## src/rtl/vga_timing_monitor.sv

```systemverilog
// vga_timing_monitor: checks hs/vs raster timing against the expected totals,
// raises sticky errors, tracks lock and produces a per-frame pixel checksum.
module vga_timing_monitor #(
   parameter int   H_TOTAL    = 1344,
   parameter int   V_TOTAL    = 806,
   parameter int   H_SYNC_LEN = 136,
   parameter int   V_SYNC_LEN = 6,
   parameter logic SYNC_POL   = 1'b0
) (
   input  logic        clk,
   input  logic        rst,
   input  logic        hs,
   input  logic        vs,
   input  logic [3:0]  r,
   input  logic [3:0]  g,
   input  logic [3:0]  b,
   input  logic        err_clr,
   output logic        locked,
   output logic        h_err,
   output logic        v_err,
   output logic [10:0] h_meas,
   output logic [9:0]  v_meas,
   output logic [15:0] frame_cnt,
   output logic [31:0] frame_sum,
   output logic        frame_done
);
   localparam logic [10:0] HT  = 11'(H_TOTAL);
   localparam logic [10:0] HSL = 11'(H_SYNC_LEN);
   localparam logic [9:0]  VT  = 10'(V_TOTAL);
   localparam logic [9:0]  VSL = 10'(V_SYNC_LEN);
   typedef enum logic [1:0] {SEARCH, MEASURE, LOCKED} state_t;
   state_t state, state_nxt;
   logic hs_d1, hs_d2, vs_d1, vs_d2;
   logic [11:0] px_d1, px_d2;
   logic [10:0] hc, hw;
   logic [9:0] vc, vw;
   logic [31:0] acc;
   logic h_skip, frame_bad;
   logic hs_ae, hs_de, vs_ae, vs_de, active, h_chk, h_bad, v_bad;
   assign hs_ae  = (hs_d1 == SYNC_POL) && (hs_d2 != SYNC_POL);
   assign hs_de  = (hs_d1 != SYNC_POL) && (hs_d2 == SYNC_POL);
   assign vs_ae  = (vs_d1 == SYNC_POL) && (vs_d2 != SYNC_POL);
   assign vs_de  = (vs_d1 != SYNC_POL) && (vs_d2 == SYNC_POL);
   assign active = state != SEARCH;
   // the first line after leaving SEARCH may be partial, so its period is not judged
   assign h_chk  = active && hs_ae && !h_skip;
   assign h_bad  = (h_chk && hc != HT) || (active && hs_de && hw != HSL);
   assign v_bad  = active && ((vs_ae && vc != VT) || (vs_de && vw != VSL));
   assign locked = state == LOCKED;
   always_comb begin
      state_nxt = state;
      state_nxt = state == SEARCH ? (vs_ae ? MEASURE : SEARCH)
                : (h_bad || v_bad) ? MEASURE
                : (state == MEASURE && vs_ae && !frame_bad) ? LOCKED : state;
   end
   always_ff @(posedge clk or posedge rst)
      if (rst) state <= SEARCH;
      else     state <= state_nxt;
   always_ff @(posedge clk or posedge rst) begin
      if (rst) begin
         hs_d1      <= ~SYNC_POL;
         hs_d2      <= ~SYNC_POL;
         vs_d1      <= ~SYNC_POL;
         vs_d2      <= ~SYNC_POL;
         px_d1      <= '0;
         px_d2      <= '0;
         hc         <= '0;
         hw         <= '0;
         vc         <= '0;
         vw         <= '0;
         acc        <= '0;
         h_skip     <= 1'b1;
         frame_bad  <= 1'b0;
         h_err      <= 1'b0;
         v_err      <= 1'b0;
         h_meas     <= '0;
         v_meas     <= '0;
         frame_cnt  <= '0;
         frame_sum  <= '0;
         frame_done <= 1'b0;
      end else begin
         hs_d1      <= hs;
         hs_d2      <= hs_d1;
         vs_d1      <= vs;
         vs_d2      <= vs_d1;
         px_d1      <= {r, g, b};
         px_d2      <= px_d1;
         hc         <= hs_ae ? 11'd1 : hc + {10'd0, ~&hc};
         hw         <= hs_ae ? 11'd1 : hw + {10'd0, hs_d1 == SYNC_POL && ~&hw};
         // an hs edge coincident with the vs edge is the first line of the new frame
         vc         <= vs_ae ? {9'd0, hs_ae} : vc + {9'd0, hs_ae && ~&vc};
         vw         <= vs_ae ? {9'd0, hs_ae} : vw + {9'd0, hs_ae && vs_d1 == SYNC_POL && ~&vw};
         acc        <= vs_ae ? {20'd0, px_d2} : acc + {20'd0, px_d2};
         h_skip     <= !active || (h_skip && !hs_ae);
         frame_bad  <= !vs_ae && (frame_bad || h_bad || v_bad);
         h_err      <= h_bad || (h_err && !err_clr);
         v_err      <= v_bad || (v_err && !err_clr);
         frame_done <= active && vs_ae;
         if (h_chk) h_meas <= hc;
         if (active && vs_ae) begin
            v_meas    <= vc;
            frame_sum <= acc;
            frame_cnt <= frame_cnt + 16'd1;
         end
      end
   end
endmodule

```

## config.mk

```make
export PLATFORM = sky130hd
export DESIGN_NAME = vga_timing_monitor
export DESIGN_NICKNAME = d
export VERILOG_FILES = /design/src/rtl/vga_timing_monitor.sv
export SDC_FILE = /design/constraint.sdc
export NUM_CORES = 1
export LEC_CHECK = 0
export BUFFER_PORTS_ARGS = -buffer_cell sky130_fd_sc_hd__clkbuf_2
export CAP_MARGIN = 20
export CORE_MARGIN = 2
export CORE_UTILIZATION = 30
export DETAILED_ROUTE_END_ITERATION = 8
export PLACE_DENSITY = 0.56
export RECOVER_POWER = 50
export SKIP_CTS_REPAIR_TIMING = 1
export SLEW_MARGIN = 20
export SYNTH_ARGS = -nofsm -noshare
export SYNTH_HDL_FRONTEND = slang
export SYNTH_SLANG_ARGS = --single-unit
export TNS_END_PERCENT = 5
```

## constraint.sdc

```tcl
create_clock -name clk -period 9.84 [get_ports clk]
set_input_delay 2.952 -clock clk [delete_from_list [all_inputs] [get_ports clk]]
set_output_delay 2.952 -clock clk [all_outputs]
set_load 0.1 [all_outputs]
```

# Word level (Yosys, flattened, before mapping)
# Index checks and enable logic that the tools add are counted.
# classes
addsub,6
multipliers,0
n_div,0
n_lt_le_gt_ge,0
n_eq_ne,6
shift,0
mux,9
n_bitwise,4
n_reduce_logical,48
# op_table
operator,count
32-bit by 12-bit adder with 32-bit output,1
32-bit two-way mux,1
1-bit logical AND,23
11-bit by 1-bit adder with 11-bit output,2
11-bit two-way mux,2
11-bit AND reduction,2
10-bit by 1-bit adder with 10-bit output,2
10-bit two-way mux,2
10-bit AND reduction,2
"16-bit by 1-bit adder with 16-bit output, second input constant",1
"11-bit != test, second input constant",1
"11-bit by 8-bit != test with 1-bit output, second input constant",1
1-bit zero test,10
"10-bit != test, second input constant",1
"10-bit by 3-bit != test with 1-bit output, second input constant",1
1-bit logical OR,8
2-bit two-way mux,3
1-bit inverter,4
3-bit nonzero test,1
"2-bit by 1-bit equality test with 1-bit output, second input constant",1
"2-bit equality test, second input constant",1
2-bit zero test,1
2-bit nonzero test,1
1-bit two-way mux,1
# totals
ff_bits,178
latchBits,0
ramBits,0
mem_bits_ro,0
input_bits,17
output_inout_bits,73
memories,0

# Longest topological paths before layout
# Gate-level depths: netlist of run 1.
# depth
depth_word,9
mapped_depth,10
depth_no_buf,9

# Worst setup path before layout of run 1
# OpenSTA, ideal clock, no wires.
# synth_path
path_kind,reg2out
start,register state[0]
end,output port locked
arrival_time_ps,1762
required_ps,6888
path_slack_ps,5126
stages_incl_launch_ff,2
n_path_buf,0
cell_sequence,dfrtp_1 -> nor2b_1
# synth_via
elab_chain_len,1
# synth_rtl
element,line,text
"start, declared",32,"state_t state, state_nxt;"
"start signal, assigned",58,else state <= state_nxt;
2-bit equality test,49,assign locked = state == LOCKED;
"end, declared",18,"output logic locked,"
# Every way passes these cells.

==> results of run 1 <==
## cell families (layout without fill, tap and decap cells)
group	Yosys count	count (layout)	share of synthesized area [%]
xor gates and xnor gates	58	58	6.527
and+or+nand+nor	231	231	15.35
AOI/OAI and AO/OA	90	90	7.171
adders and majority gates	22	22	3.633
muxes	57	57	8.199
DFF	178	178	57.32
buffers and inverters	34	141	1.801
## worst max-delay path: cells and delay by family
family | cells | cell delay (ns)
buffers and inverters | 3 | 2.69
## stage by stage
step,area (sq um),utilization (%)
4_1_cts,9246,36.51
2_1_floorplan,7782,-
3_3_place_gp,8622,34.04
5_1_grt,9195,36.31
3_5_place_dp,8622,34.04
6_report,9195,36.31
## power groups by stage
| stage | Sequential, mW | Clock (mW) | Combinational (mW) |
|---|---|---|---|
| after CTS | 0.945 | 0.734 | 0.913 |
| after global placement | 0.956 | 0 | 0.898 |
| after floorplan | 1.33 | 0 | 0.361 |
| after detailed placement | 0.958 | 0 | 0.906 |
| final | 0.942 | 0.712 | 0.891 |
| after global routing | 0.963 | 0.766 | 0.960 |
## worst paths after layout
| kind | depth (start not counted) | to | slack, ns |
|---|---|---|---|
| setup / recovery | 3 | acc[9] | 4.58 |
| hold / removal | 0 | px_d2[11] | 0.34 |
| setup reg to reg | 8 | frame_cnt[11] | 4.62 |
| hold reg to reg | 0 | px_d2[11] | 0.34 |
| max in group clk | 8 | frame_cnt[11] | 4.62 |
| min in group asynchronous | 2 | h_meas[1] | 3.45 |
## routing by layer
layer	up-vias	part of all wire, %	GRT usage, %
met3	12	3.8	3.322
met1	2507	49	16.92
li1	2563	-	-
met2	82	46	19.53
met5	-	0	0
met4	0	0.85	2.846
## cells in the final DEF, fill, tap and decap left out, drive strengths merged, types with 3 or more instances in the layout
cell type	instances
dfrtp	173
clkbuf	114
nor2	64
mux2	54
nand2	51
xor2	37
a21oi	29
nand3	25
o21ai	23
xnor2	21
nand4	21
ha	21
inv	13
nand2b	10
or3	8
and3	8
nor3	7
and2	7
nor4b	6
o31ai	5
o211ai	5
a31oi	5
clkinv	5
nor4	5
dfstp	5
or4	4
and4	4
buf	4
nor2b	4
or2	3
mux2i	3
o311ai	3
o41ai	3
o21a	3
a21o	3
bufinv	3
## state kept, by name, summed over array words and instances, names as in the netlist, 2 cells and up
register and flops:
acc 32, frame_cnt 16, frame_sum 32, h_meas 11
hc 11, hw 11, px_d1 12, px_d2 12
state 2, v_meas 10, vc 10, vw 10
## area by class of cell
cell class | instances | area (sq um) | area share [%]
Clock buffer | 22 | 474.2 | 5.157
Multi-Input combinational cell | 458 | 3163 | 34.40
Tap cell | 330 | 412.9 | 4.490
Timing Repair Buffer | 96 | 484.2 | 5.266
Sequential cell | 178 | 4461 | 48.51
Clock inverter | 10 | 150.1 | 1.633
Inverter | 13 | 50.05 | 0.5443
==> key figures, run 1 <==
Status
  • Status: complete, but fails checks
  • Violated checks: max-capacitance violations, max-slew violations

Die
  • Die area: about 27000 sq um
  • Die width: 165.1 um
  • Die height: approximately 170 um
  • Site row count: between 50 and 60
  • I/O pin count: 90
  • Initial core utilization: 30.73%
  • Core footprint: 25330 sq um

Synth
  • Warnings from Yosys: 0
  • Syn_nets: ~710
  • Largest area contributor in the netlist: dfrtp_1
  • Avg Inst Size Synth: 11.62 sq um
  • Netlist cell types: 55
  • Synth top area share: 55.63%
  • #FFs+latches synth: about 180
  • Primary FF master, synth: dfrtp_1
  • Post-synthesis async set-or-reset flop share: 100.0%
  • Dominant cell by count in the synthesized netlist: dfrtp_1
  • Number of flops mapped to enable cells by yosys: 0
  • Syn Inst Count: 670
  • Synthesized area: approximately 8000 sq um
  • Sequential-to-total area share from yosys stat: 57.32%
  • Post-synth top cells: 173 x dfrtp_1, 63 x nor2_1, 54 x mux2_2
  • Synth area leaders: dfrtp_1 56%, mux2_2 7.8%, xor2_1 4.2%

Setup path
  • Worst EP arrival: 5.75 ns
  • Worst Setup Path Type: in2async
  • Max stage delay on crit path: about 1.8 ns
  • Worst path slowest cell: clkinvlp_2
  • Worst path cell trace: clkbuf_2, clkinvlp_2, buf_4
  • Worst r2r src: vs_d2
  • Required @ worst endpoint: between 10 and 15 ns
  • Startpoint Class: primary input
  • Crit path from: rst
  • Max FO, Critical Path: 74
  • Crit. End Element: async pin

STA
  • Hold slack final: 0.3410 ns
  • Final hold vios: 0
  • Final setup vio count: 0
  • Worst relative slew slack: -119.2%
  • RSZ-0062 raised after global routing: no
  • F_max: 0.1902 GHz
  • Clk_skew: 0.008686 ns
  • Slew @ Worst Pin: 3.271 ns
  • Final worst setup slack: 4.582 ns
  • Pins Over Slew Limit: 151
  • Period utilisation layout: between 50% and 60%
  • Sum Neg Setup Slack: 0 ns
  • Minimum clock period: 5.258 ns

Global route
  • Initial antenna violation count: 0
  • Number of global-route vias before repair: 5042
  • GRT Resource Usage Total: 12.34%
  • Largest net degree at the start of global routing: 75
  • First-pass GRT wire length: about 26000 um
  • Global route overflow: 0

Place
  • Cells after DPL: 1075
  • Final RePlAce weighted congestion: 0.7445
  • Port bufs: 89
  • Hpwl dp: 10550 um
  • Placement Setup Slack: between 5 and 6 ns

Clocking
  • Clk buf depth: 2
  • Worst-skew pair later-pin latency: 0.42 ns
  • Clock-pin slew on the worst setup and hold paths: 0.07 ns
  • Number of buffers created by CTS: 17
  • Clk root buf: clkbuf_16
  • CTS tree: done
  • Htree depth: 4
  • Clock tree sinks: around 180

Routing
  • ANT nets after route: 0
  • Routed WL: roughly 16000 um
  • DR WL/cell: 14.30 um
  • DR vias/cell: 4.665
  • DRC Markers: 0
  • Vias: 5164
  • Drt pass-1 iters: 4
  • Iter 0 DRT Violations: 315

Pwr
  • NetSw: 1.060 mW
  • Leak Pwr: 4.229 nW
  • Peak VDD IR: 0.3176 mV
  • Fraction of power spent switching nets: 41.61%
  • Pwr dens: ~280 nW/um^2
  • Seq pwr share: a little under two fifths
  • Clock share of power: between 20% and 30%
  • Total power draw: 2.546 mW
  • Internal power: 1.487 mW
  • Combinational power share: 35.0%

Final layout
  • Layout cells sized above 1: between 20% and 30%
  • Fillers: 2492
  • Ant. Diodes: 0
  • Final std cells w/o fill: approximately 1100
  • Synth-to-layout area growth: 18.15%
  • Nets: 803

Worst hold path
  • Hold Crit Class: reg2reg
  • HP Start: px_d1[11]

Job
  • Max-cap violations: 3
No activity file was read; power rests on OpenSTA's default activity.
==> run 2, diff against run 1 <==
==> constraint.sdc (replaced) <==
create_clock -name clk -period 5.3 [get_ports clk]
set_input_delay 1.59 -clock clk [delete_from_list [all_inputs] [get_ports clk]]
set_output_delay 1.59 -clock clk [all_outputs]
set_load 0.1 [all_outputs]
==> key figures, run 2 (synthesized netlist as in run 1, its figures left out) <==
STA
  • Sum Neg Setup Slack: 0 ns
  • Final worst setup slack: around 1.8 ns
  • Final hold vios: 0
  • Worst relative slew slack: -61.42%
  • Pins Over Slew Limit: 249
  • Slew @ Worst Pin: approximately 2.4 ns
  • Minimum clock period: around 3.5 ns
  • Clk_skew: 0.008092 ns
  • RSZ-0062 raised after global routing: no
  • F_max: 0.2827 GHz
  • Final setup vio count: 0
  • Period utilisation layout: around two thirds

Routing
  • DRC Markers: 0
  • DR WL/cell: 14.02 um
  • Drt pass-1 iters: 4
  • DR vias/cell: 4.693
  • Vias: about 5200
  • Iter 0 DRT Violations: around 240
  • ANT nets after route: 0
  • Routed WL: 15510 um

Clocking
  • Clk root buf: clkbuf_16
  • Worst-skew pair later-pin latency: 0.42 ns
  • Clock tree sinks: 178
  • CTS tree: done
  • Htree depth: 4
  • Clk buf depth: 2
  • Clock-pin slew on the worst setup and hold paths: roughly 0.070 ns
  • Number of buffers created by CTS: 17

Place
  • Final RePlAce weighted congestion: 0.7535
  • Post-DP Area: 8626 sq um
  • Cells after DPL: 1074
  • Port bufs: between 80 and 90
  • Placement Setup Slack: 2.560 ns
  • Hpwl dp: 10100 um

Global route
  • First-pass GRT wire length: 25800 um
  • Initial antenna violation count: 0
  • Number of global-route vias before repair: 5049
  • GRT Resource Usage Total: 12.07%
  • Global route overflow: 0
  • Largest net degree at the start of global routing: 179

Die
  • Die area: 27250 sq um
  • Site row count: 58
  • Core footprint: ~25000 sq um
  • I/O pin count: 90
  • Die height: 165.1 um
  • Die width: 165.1 um
  • Initial core utilization: 30.73%

Final layout
  • Cell area after layout: 9135 sq um
  • Nets: 802
  • Most frequent cells in the layout: 173 x dfrtp_1, 88 x clkbuf_2, 62 x nor2_1
  • Layout cells sized above 1: 24.48%
  • Ant. Diodes: 0
  • Regs by FF count: acc x32, frame_sum x32, frame_cnt x16
  • Final std cells w/o fill: roughly 1100
  • Most common cell after layout, fill and taps aside: dfrtp_1
  • Synth-to-layout area growth: 17.38%

Setup path
  • Worst path slowest cell: clkbuf_4
  • Max stage delay on crit path: ~1.7 ns
  • Max FO, Critical Path: between 150 and 200
  • FF-to-FF path depth: 7
  • Worst Setup Path Type: in2async
  • Worst EP arrival: approximately 3.6 ns
  • Worst path cell trace: clkbuf_2, clkinvlp_2, clkbuf_4
  • Crit. End Element: async pin
  • Startpoint Class: primary input
  • Required @ worst endpoint: 5.32 ns

Pwr
  • Pwr dens: 502.8 nW/um^2
  • Peak VDD IR: between 0.5 and 0.6 mV
  • Leak Pwr: 4.177 nW

Status
  • Status: complete, but fails checks
  • Violated checks: max-capacitance violations, max-slew violations

Worst hold path
  • Hold Crit Class: reg2reg
  • Worst hold stages: 0

Job
  • Max-cap violations: 3
run 2: cell count changes in the layout (fill, tap and decap cells not counted), moves of 3 or more:
cell,delta
clkinv_4,-5
clkinvlp_4,+4
buf_4,-3
bufinv_16,-3
run 2: final timing paths:
| kind | start | to | slack, ns |
|---|---|---|---|
| setup / recovery | rst | h_meas[8] | 1.76 |
| hold / removal | px_d1[4] | px_d2[4] | 0.35 |
| setup reg to reg | vs_d2 | frame_cnt[13] | 1.84 |
| hold reg to reg | px_d1[4] | px_d2[4] | 0.35 |
| max in group clk | vs_d2 | frame_cnt[13] | 1.84 |
| min in group asynchronous | rst | v_err | 2.03 |
run 2: per-layer routing:
layer,global-route usage [%],wire length [um],vias to the layer above
met1,16.34,7620,2531
li1,-,-,2561
met4,4.111,176,0
met3,3.297,660,10
met5,0,0,-
met2,18.67,7051,89
run 2: through the flow:
| stage | hold WS (ns) | total power [mW] | utilization (%) |
|---|---|---|---|
| 3_5_place_dp | 0.3355 | 3.455 | 34.06 |
| 3_3_place_gp | 0.3357 | 3.443 | 34.06 |
| 2_1_floorplan | 0.3312 | 3.147 | - |
| 4_1_cts | 0.3507 | 4.666 | 36.22 |
| 5_1_grt | 0.3535 | 4.864 | 36.07 |
| 6_report | 0.3496 | 4.593 | 36.07 |
run 2: critical path, delay by kind of cell:
kind                   cells  cell delay (ns)
buffers and inverters      3             1.79
run 2: final cells by class:
class                   count  area, sq um
well taps                 330        412.9
inverters                  13        50.05
multi-input cells         458         3189
clock buffers              22        474.2
repair buffers             95        474.2
clock inverters            10        73.82
flip-flops and latches    178         4461
fillers                  2495        16190
run 2: report_power, final:
part	internal, mW	switching [mW]	leakage [nW]
combinational	0.406	1.26	1.62
clock	0.641	0.540	0.256
sequential	1.57	0.175	2.31
total	2.62	1.97	4.18
